$ cat src/rtl/param_updown_counter_if.sv
// Control and status bundle for param_updown_counter; master drives the
// controls, slave (the counter) drives the registered and decoded status.
interface param_updown_counter_if #(
  parameter int unsigned WIDTH = 4
);
  logic             en;
  logic             dir;
  logic             clr;
  logic             load;
  logic [WIDTH-1:0] load_val;
  logic [WIDTH-1:0] modulus;
  logic [WIDTH-1:0] cnt;
  logic             tc;
  logic             ovf;
  logic             at_max;
  logic             at_zero;

  modport master (
    output en, dir, clr, load, load_val, modulus,
    input  cnt, tc, ovf, at_max, at_zero
  );

  modport slave (
    input  en, dir, clr, load, load_val, modulus,
    output cnt, tc, ovf, at_max, at_zero
  );
endinterface

$ cat src/rtl/param_updown_counter.sv
// Up/down modulo counter with clear, clamped load, terminal-count pulse and
// sticky overflow; SAT_MODE selects wrap (0) or saturate (1) at the bounds.
module param_updown_counter #(
  parameter int unsigned WIDTH    = 4,
  parameter bit          SAT_MODE = 1'b0
) (
  input  logic                  clk,
  input  logic                  reset,
  param_updown_counter_if.slave bus
);

  logic [WIDTH-1:0] cnt_q;
  logic             tc_q;
  logic             ovf_q;
  logic [WIDTH-1:0] step_next;
  logic             step_event;
  logic [WIDTH-1:0] load_next;

  // A count above a freshly lowered modulus is still treated as "at or past
  // the top", so the next up step is a boundary event rather than cnt+1.
  always_comb begin
    step_next  = cnt_q;
    step_event = 1'b0;
    if (bus.dir) begin
      if (cnt_q >= bus.modulus) begin
        step_event = 1'b1;
        step_next  = SAT_MODE ? bus.modulus : '0;
      end else begin
        step_next = cnt_q + WIDTH'(1);
      end
    end else begin
      if (cnt_q == '0) begin
        step_event = 1'b1;
        step_next  = SAT_MODE ? '0 : bus.modulus;
      end else begin
        step_next = cnt_q - WIDTH'(1);
      end
    end
  end

  always_comb begin
    load_next = (bus.load_val > bus.modulus) ? bus.modulus : bus.load_val;
  end

  always_ff @(posedge clk) begin
    if (reset || bus.clr) begin
      cnt_q <= '0;
      tc_q  <= 1'b0;
      ovf_q <= 1'b0;
    end else if (bus.load) begin
      cnt_q <= load_next;
      tc_q  <= 1'b0;
    end else if (bus.en) begin
      cnt_q <= step_next;
      tc_q  <= step_event;
      if (step_event) begin
        ovf_q <= 1'b1;
      end
    end else begin
      tc_q <= 1'b0;
    end
  end

  assign bus.cnt     = cnt_q;
  assign bus.tc      = tc_q;
  assign bus.ovf     = ovf_q;
  assign bus.at_max  = (cnt_q >= bus.modulus);
  assign bus.at_zero = (cnt_q == '0);

endmodule

$ cat src/flat_wrapper.sv
// flat-port wrapper written by rule: the top's interface ports become plain ports
module param_updown_counter_flat 
#(
  parameter int unsigned WIDTH    = 4,
  parameter bit          SAT_MODE = 1'b0
)
  (clk, reset, bus_en, bus_dir, bus_clr, bus_load, bus_load_val, bus_modulus, bus_cnt, bus_tc, bus_ovf, bus_at_max, bus_at_zero);
  param_updown_counter_if #(.WIDTH(WIDTH)) bus_i ();
  input  logic clk;
  input  logic reset;
  input wire logic [$bits(bus_i.en)-1:0] bus_en;
  input wire logic [$bits(bus_i.dir)-1:0] bus_dir;
  input wire logic [$bits(bus_i.clr)-1:0] bus_clr;
  input wire logic [$bits(bus_i.load)-1:0] bus_load;
  input wire logic [$bits(bus_i.load_val)-1:0] bus_load_val;
  input wire logic [$bits(bus_i.modulus)-1:0] bus_modulus;
  output wire logic [$bits(bus_i.cnt)-1:0] bus_cnt;
  output wire logic [$bits(bus_i.tc)-1:0] bus_tc;
  output wire logic [$bits(bus_i.ovf)-1:0] bus_ovf;
  output wire logic [$bits(bus_i.at_max)-1:0] bus_at_max;
  output wire logic [$bits(bus_i.at_zero)-1:0] bus_at_zero;
  assign bus_i.en = bus_en;
  assign bus_i.dir = bus_dir;
  assign bus_i.clr = bus_clr;
  assign bus_i.load = bus_load;
  assign bus_i.load_val = bus_load_val;
  assign bus_i.modulus = bus_modulus;
  assign bus_cnt = bus_i.cnt;
  assign bus_tc = bus_i.tc;
  assign bus_ovf = bus_i.ovf;
  assign bus_at_max = bus_i.at_max;
  assign bus_at_zero = bus_i.at_zero;
  param_updown_counter #(.WIDTH(WIDTH), .SAT_MODE(SAT_MODE)) u_core (.clk(clk), .reset(reset), .bus(bus_i));
endmodule
$ cat config.mk
export PLATFORM = sky130hd
export DESIGN_NAME = param_updown_counter_flat
export DESIGN_NICKNAME = d
export VERILOG_FILES = /design/src/rtl/param_updown_counter_if.sv /design/src/rtl/param_updown_counter.sv /design/src/flat_wrapper.sv
export SDC_FILE = /design/constraint.sdc
export NUM_CORES = 1
export LEC_CHECK = 0
export CELL_PAD_IN_SITES_DETAIL_PLACEMENT = 1
export CELL_PAD_IN_SITES_GLOBAL_PLACEMENT = 2
export CORE_MARGIN = 2
export CORE_UTILIZATION = 24
export CTS_CLUSTER_SIZE = 28
export DETAILED_ROUTE_END_ITERATION = 10
export GPL_ROUTABILITY_DRIVEN = 1
export MAX_ROUTING_LAYER = met4
export PLACE_DENSITY = 0.75
export SYNTH_ARGS = -nofsm -noshare
export SYNTH_HDL_FRONTEND = slang
export SYNTH_SLANG_ARGS = --single-unit
$ cat constraint.sdc
create_clock -name clk -period 2.2 [get_ports clk]
set_input_delay 0.44 -clock clk [delete_from_list [all_inputs] [get_ports clk]]
set_output_delay 0.44 -clock clk [all_outputs]
set_load 0.02 [all_outputs]
==> metrics.txt, run 1 <==
Die W=55.5 um; H-tree levels=1; floorplan core area=2500 um2; slew margin rel.=70.4%; DRT Wirelength=2110 um; Tot GR Track Use=14.6%; first drt pass iteration count=4; R2R Setup Slk=0.55 ns; CP max FO=4; Root Buffer Master=clkbuf_4; Initial Util=25.5%; gr ovfl total=0; clock skew=around 0.0018 ns; Synth cell types=29; # rows=18; syn_nets=102; internal cell power=0.000283 W; Area Overhead vs Synth=60.7%; Synth area leaders=ha_1 (20%), dfxtp_1 (19%), mux2i_1 (7.9%); Yosys top cell area share=19.6%; final setup fails=0; count of final hold-check violations=0; layout net count=140; Routability Congestion=just over 0.8; Final period util=94.6%; multi-input logic area=498 um2; status=complete, no violations; Hold Crit Class=reg2reg; TNS Setup=0 ns; Reg2Reg Depth=8; Leak=roughly 0.46 nW; min-delay src=u_core.bus.ovf; max incr delay on CP=0.48 ns; Reg power frac=27.0%; post-DP HPWL=1770 um; max-slew violations=0; clock sink total=6; FILL cells=307; RR Startpoint=u_core.bus.cnt[0]; DR DRC count=0; Die Area=3080 um2; RSZ-0062 raised after global routing=no; Fmax achieved=around 480 MHz; CP endpoint kind=flop; sw frac=between 30% and 40%; CP required=2.33 ns; cell count after synthesis=78; Diodes inserted=0; largest net degree at the start of global routing=10; Hold EP=u_core.bus.ovf; area leader, netlist=ha_1; hold depth=1; vias per std cell=4.95; hold buffers post-CTS=0; PwrDens=427 nW/um2; number of synthesized flops with an enable pin=0; total CTS buffers=3; Clock transition at path regs=0.05 ns; most numerous cell in the Yosys netlist=ha_1; Critical Setup Path Class=in2reg; DR WL/cell=14.6 um; vias in the first global route=765; Finished Layout Cells=144; Synth Flop Type=dfxtp_1; worst skew pair latency=0.25 ns; I/O pin total=22; Yosys reg bits=6; Synth top cells by count=ha_1 (10), inv_1 (7), nand2_1 (7); worst-margin pin slew=0.440 ns; clk buf depth=2; placed insts=141; Vias=713; total power=0.000437 W; CP cell instances=clkdlybuf4s50_1 -> inv_1 -> buf_4 -> ha_1 -> and4_4 -> a21oi_4 -> mux2i_2 -> o22ai_1; critical path launch point type=input port; r2r endpoint=u_core.bus.ovf; layout cells sized above 1=between 20% and 30%; Avg Synthesized Cell Area=8.16 um2; Worst path slowest cell=clkdlybuf4s50_1; Antenna Violating Nets Remaining=0; Post-Syn Area=around 640 um2; CTS tree=built; Worst Path Arrival=2.21 ns; IO Port Bufs=21; initial antenna violation count=0; Peak supply drop=225 uV; asr flop ratio synth=0%; max-cap violations=0; warnings from Yosys=0; Combinational Power Share=48.2%; Psw=0.000154 W; sequential share of the synthesized area=18.9%; register area=approximately 120 um2; Clock Power Share=between 20 and 25%; Die Y=55.5 um; DRT iter0 DRCs=13; first-pass GRT wire length=about 3500 um; Final Critical Period=roughly 2.1 ns
==> logic make-up after synthesis <==
logic type | after synthesis | synth area share [%]
compound gates | 25 | 26.3
simple gates | 22 | 19.3
fa+ha+maj | 10 | 19.6
buf+inv | 9 | 6.68
flops | 6 | 18.9
mux | 5 | 7.86
xor+xnor | 1 | 1.38
==> repair_timing <==
item / CTS / global route
buffers inserted: 0 / 0
resized for setup: 6 / 10
setup endpoints to repair: 2 / 3
pin swaps: 1 / 6
==> layer usage <==
metal	routed length, um	GRT usage (%)	up-vias	part of all wire [%]
met4	0	5.23	0	0
met1	938	17.5	337	45
met3	45	1.41	0	2.1
li1	-	-	366	-
met2	1120	25.3	10	53
met5	0	-	-	0
==> state kept, by name (all words and copies together) (netlist names) <==
register and flops:
u_core.bus.ovf 1, u_core.bus.cnt 4, u_core.bus.tc 1
==> layout make-up <==
type / instances / area share [%]
sequential: 6 / 11.7
tap: 30 / 3.67
multi-input combinational: 63 / 48.7
timing repair buffer: 35 / 31.2
clock buffer: 3 / 2.20
inverter: 7 / 2.57
==> power groups by stage <==
stage / registers [W] / clock network, W / logic (W)
finish: 0.000118 / 0.000109 / 0.000211
global route: 0.000119 / 0.000122 / 0.000231
CTS: 0.000118 / 0.000113 / 0.000205
detailed placement: 0.000120 / 0 / 0.000208
global placement: 0.000120 / 0 / 0.000203
floorplan: 0.000130 / 0 / 0.0000983
==> per-stage QoR <==
| stage | setup slack (ns) | instance area, um2 | utilization (%) | hold WS, ns |
|---|---|---|---|---|
| after floorplan | 0.255 | 637 | - | 0.594 |
| final | 0.119 | 1020 | 40.9 | 0.479 |
| after detailed placement | -0.521 | 973 | 38.9 | 0.467 |
| after global routing | 0.0443 | 1020 | 40.9 | 0.500 |
| after CTS | -0.102 | 990 | 39.6 | 0.480 |
| after global placement | -0.494 | 973 | 38.9 | 0.456 |
==> critical path: cells and delay by family <==
kind | cells | cell delay (ns)
mux | 1 | 0.26
buf+inv | 3 | 0.67
fa+ha+maj | 1 | 0.32
simple gates | 1 | 0.21
compound gates | 2 | 0.30
==> how the worst max path moves through the flow <==
stage | slack, ns | startpoint | cells past startpoint | endpoint
3_3_place_gp | -0.49 | bus_modulus[1] | 8 | bus_at_max
3_5_place_dp | -0.52 | bus_modulus[2] | 8 | bus_at_max
4_1_cts | -0.10 | bus_modulus[2] | 8 | bus_at_max
6_report | 0.12 | bus_modulus[3] | 8 | u_core.bus.cnt[1]
2_1_floorplan | 0.26 | u_core.bus.cnt[0] | 6 | bus_at_max
5_1_grt | 0.04 | bus_modulus[3] | 8 | u_core.bus.cnt[2]
==> layout by cell type, fill, tap and decap left out <==
cell type	synthesis	layout
a21oi_2	1	1
o21ai_0	6	5
nand2_1	7	7
inv_2	0	1
nor4_1	1	1
buf_4	0	15
mux2i_1	5	4
o211ai_1	1	1
and4_4	0	1
a21oi_4	1	1
a21oi_1	6	6
a31oi_1	1	1
clkbuf_4	0	3
nand3_1	1	1
nor2_1	3	3
o22ai_1	4	4
o31ai_1	1	1
dlygate4sd2_1	0	1
nand2b_1	1	1
a32o_1	1	1
xor2_1	1	1
mux2i_2	0	1
nor3_1	3	3
and3_1	1	1
dlymetal6s2s_1	0	3
inv_1	7	6
ha_1	10	9
o221ai_1	2	2
a221oi_1	1	1
clkdlybuf4s50_1	0	16
dfxtp_1	6	6
nor2b_2	0	2
or3_1	1	1
o21ai_1	0	1
nor3b_4	1	1
ha_4	0	1
No activity file was read; power rests on OpenSTA's default activity.
==> run 2: changes to the inputs <==
--- a/config.mk
+++ b/config.mk
@@ -5,15 +5,16 @@
 export SDC_FILE = /design/constraint.sdc
 export NUM_CORES = 1
 export LEC_CHECK = 0
+export ABC_AREA = 1
 export CELL_PAD_IN_SITES_DETAIL_PLACEMENT = 1
 export CELL_PAD_IN_SITES_GLOBAL_PLACEMENT = 2
 export CORE_MARGIN = 2
-export CORE_UTILIZATION = 24
+export CORE_UTILIZATION = 22
 export CTS_CLUSTER_SIZE = 28
 export DETAILED_ROUTE_END_ITERATION = 10
 export GPL_ROUTABILITY_DRIVEN = 1
 export MAX_ROUTING_LAYER = met4
-export PLACE_DENSITY = 0.75
+export PLACE_DENSITY = 0.76
 export SYNTH_ARGS = -nofsm -noshare
 export SYNTH_HDL_FRONTEND = slang
 export SYNTH_SLANG_ARGS = --single-unit
==> metrics.txt, run 2 <==
status=complete, no violations; met3 wire len=69 um; Area Overhead vs Synth=64.2%; Diodes inserted=0; final setup fails=0; Worst path slowest cell=clkdlybuf4s50_1; fin area=1150 um2; IO Port Bufs=21; first drt pass iteration count=4; max-slew violations=0; pre-CTS WS=-0.418 ns; WL met1=1120 um; CTS tree=built; post-DP HPWL=2170 um; multi-input logic area=roughly 540 um2; first-pass GRT wire length=4130 um; routed wl met2=roughly 1300 um; layout cells sized above 1=a little under a fifth; Yosys top cell area share=18.1%; clk buf depth=2; Leak=0.604 nW; register area=120 um2; Initial Util=between 20% and 30%; warnings from Yosys=0; Clock transition at path regs=0.04 ns; CP cell instances=clkdlybuf4s50_1 -> inv_1 -> ha_4 -> nand2_1 -> inv_1 -> nand2_4 -> nand2_2 -> buf_6; max reg flops=4; Synth Flop Type=dfxtp_1; max-cap violations=0; Die W=60.5 um; sequential share of the synthesized area=17.1%; I/O pin total=22; TNS Setup=0 ns; vias in the first global route=937; Tot GR Track Use=15.8%; Synth top cells by count=nand2_1 (34), inv_1 (25), nor2_1 (14); Worst path most repeated cell=inv_1; worst skew pair latency=0.24 ns; number of synthesized flops with an enable pin=0; total CTS buffers=3; Final period util=96.2%; floorplan core area=just over 3000 um2; Synth area leaders=nand2_1 (18%), ha_1 (18%), dfxtp_1 (17%); syn_nets=147; Vias=between 900 and 1,000; CP endpoint kind=output pin; clock skew=between 0.0015 and 0.002 ns; count of final hold-check violations=0; PwrDens=385 nW/um2; Final Critical Period=2.12 ns; Routability Congestion=0.887; DRT iter0 DRCs=14; worst-margin pin slew=just under 0.4 ns; CP max FO=5; Final WS setup=roughly 0.084 ns; vias per std cell=4.40; slew margin rel.=73.3%; Critical Setup Path Class=in2out; Worst Path Arrival=1.68 ns; Hold Crit Class=reg2reg; critical path launch point type=input port; total power=0.000444 W; asr flop ratio synth=0%; commonest non-fill, non-tap cells in the layout=nand2_1 (28), inv_1 (25), clkdlybuf4s50_1 (18); Root Buffer Master=clkbuf_4; Yosys reg bits=6; area leader, netlist=nand2_1; Fmax achieved=473 MHz; Synth cell types=14; gr ovfl total=0; cell count after synthesis=123; # rows=20; Peak supply drop=about 110 uV; Die Y=60.5 um; FILL cells=approximately 410; DRT Wirelength=2520 um; initial antenna violation count=0; max incr delay on CP=0.49 ns; Antenna Violating Nets Remaining=0; Die Area=roughly 3700 um2; clock sink total=6; Post-Syn Area=703 um2; DR WL/cell=12.2 um; Avg Synthesized Cell Area=5.72 um2; hold buffers post-CTS=0; largest net degree at the start of global routing=8; CP required=1.76 ns; Top Metal Used=met3; DR DRC count=0; Placement Cell Area=approximately 1100 um2; layout net count=188; most common cell after layout, fill and taps aside=nand2_1; most numerous cell in the Yosys netlist=nand2_1; H-tree levels=1
run 2: changes by cell type in the layout (fill, tap and decap cells not counted), sizes merged, moves of 2 or more:
cell and change:
nand2 +28, inv +18, nor2 +12, nand3 +11, nand4 +6, mux2i -5
o22ai -4, a21oi -2, clkdlybuf4s50 +2, dlymetal6s2s -2, nor2b -2, nor3 -2
o221ai -2
run 2: worst max-delay path: cells and delay by family:
| family | cells | cell delay, ns |
|---|---|---|
| buffers and inverters | 4 | 0.76 |
| adder cells (fa/ha/maj) | 1 | 0.28 |
| AND/OR/NAND/NOR | 3 | 0.19 |
run 2: per-stage QoR:
stage               hold WS (ns)  instances  util (%)
detailed placement         0.449        202      35.2
CTS                        0.457        205      36.0
global route               0.501        206      37.8
finish                     0.457        206      37.8
global placement           0.444        202      35.2
floorplan                  0.543        123         -
run 2: final cells by class:
type                       count  share of cell area (%)
sequential                     6                    10.4
inverter                      25                    8.13
multi-input combinational     92                    46.6
tap                           44                    4.77
clock buffer                   3                    1.95
timing repair buffer          36                    28.2
run 2: repair_timing:
| action | in CTS | in global routing |
|---|---|---|
| pin swaps | 0 | 4 |
| gates resized for setup | 5 | 13 |
| buffers inserted | 0 | 1 |
| gates cloned | 0 | 0 |
| setup endpoints to repair | 2 | 5 |
run 2: path summary, 6_finish.rpt:
path	from	end	slack [ns]	depth (start not counted)
worst max-delay path	bus_modulus[3]	bus_at_max	0.08	8
worst min-delay path	u_core.bus.ovf	u_core.bus.ovf	0.46	2
worst max register to register	u_core.bus.cnt[0]	u_core.bus.cnt[1]	0.50	13
worst min register to register	u_core.bus.ovf	u_core.bus.ovf	0.46	2
run 2: logic make-up after synthesis:
logic type	share of synthesized area, %
and+or+nand+nor	42.0
AOI/OAI and AO/OA	8.54
buffers and inverters	13.3
DFF	17.1
xor gates and xnor gates	1.25
adders and majority gates	17.8
run 2: metal layers:
| metal | track usage, % | vias to the layer above |
|---|---|---|
| li1 | - | 473 |
| met1 | 17.9 | 417 |
| met2 | 29.8 | 16 |
| met3 | 1.49 | 0 |
| met4 | 3.73 | 0 |
| met5 | - | - |
run 2: power breakdown:
part	leakage (nW)	switching (W)	internal [W]
combinational	0.542	0.000123	0.000105
sequential	0.0489	0.00000494	0.000114
clock	0.0138	0.0000351	0.0000614
total	0.604	0.000163	0.000281
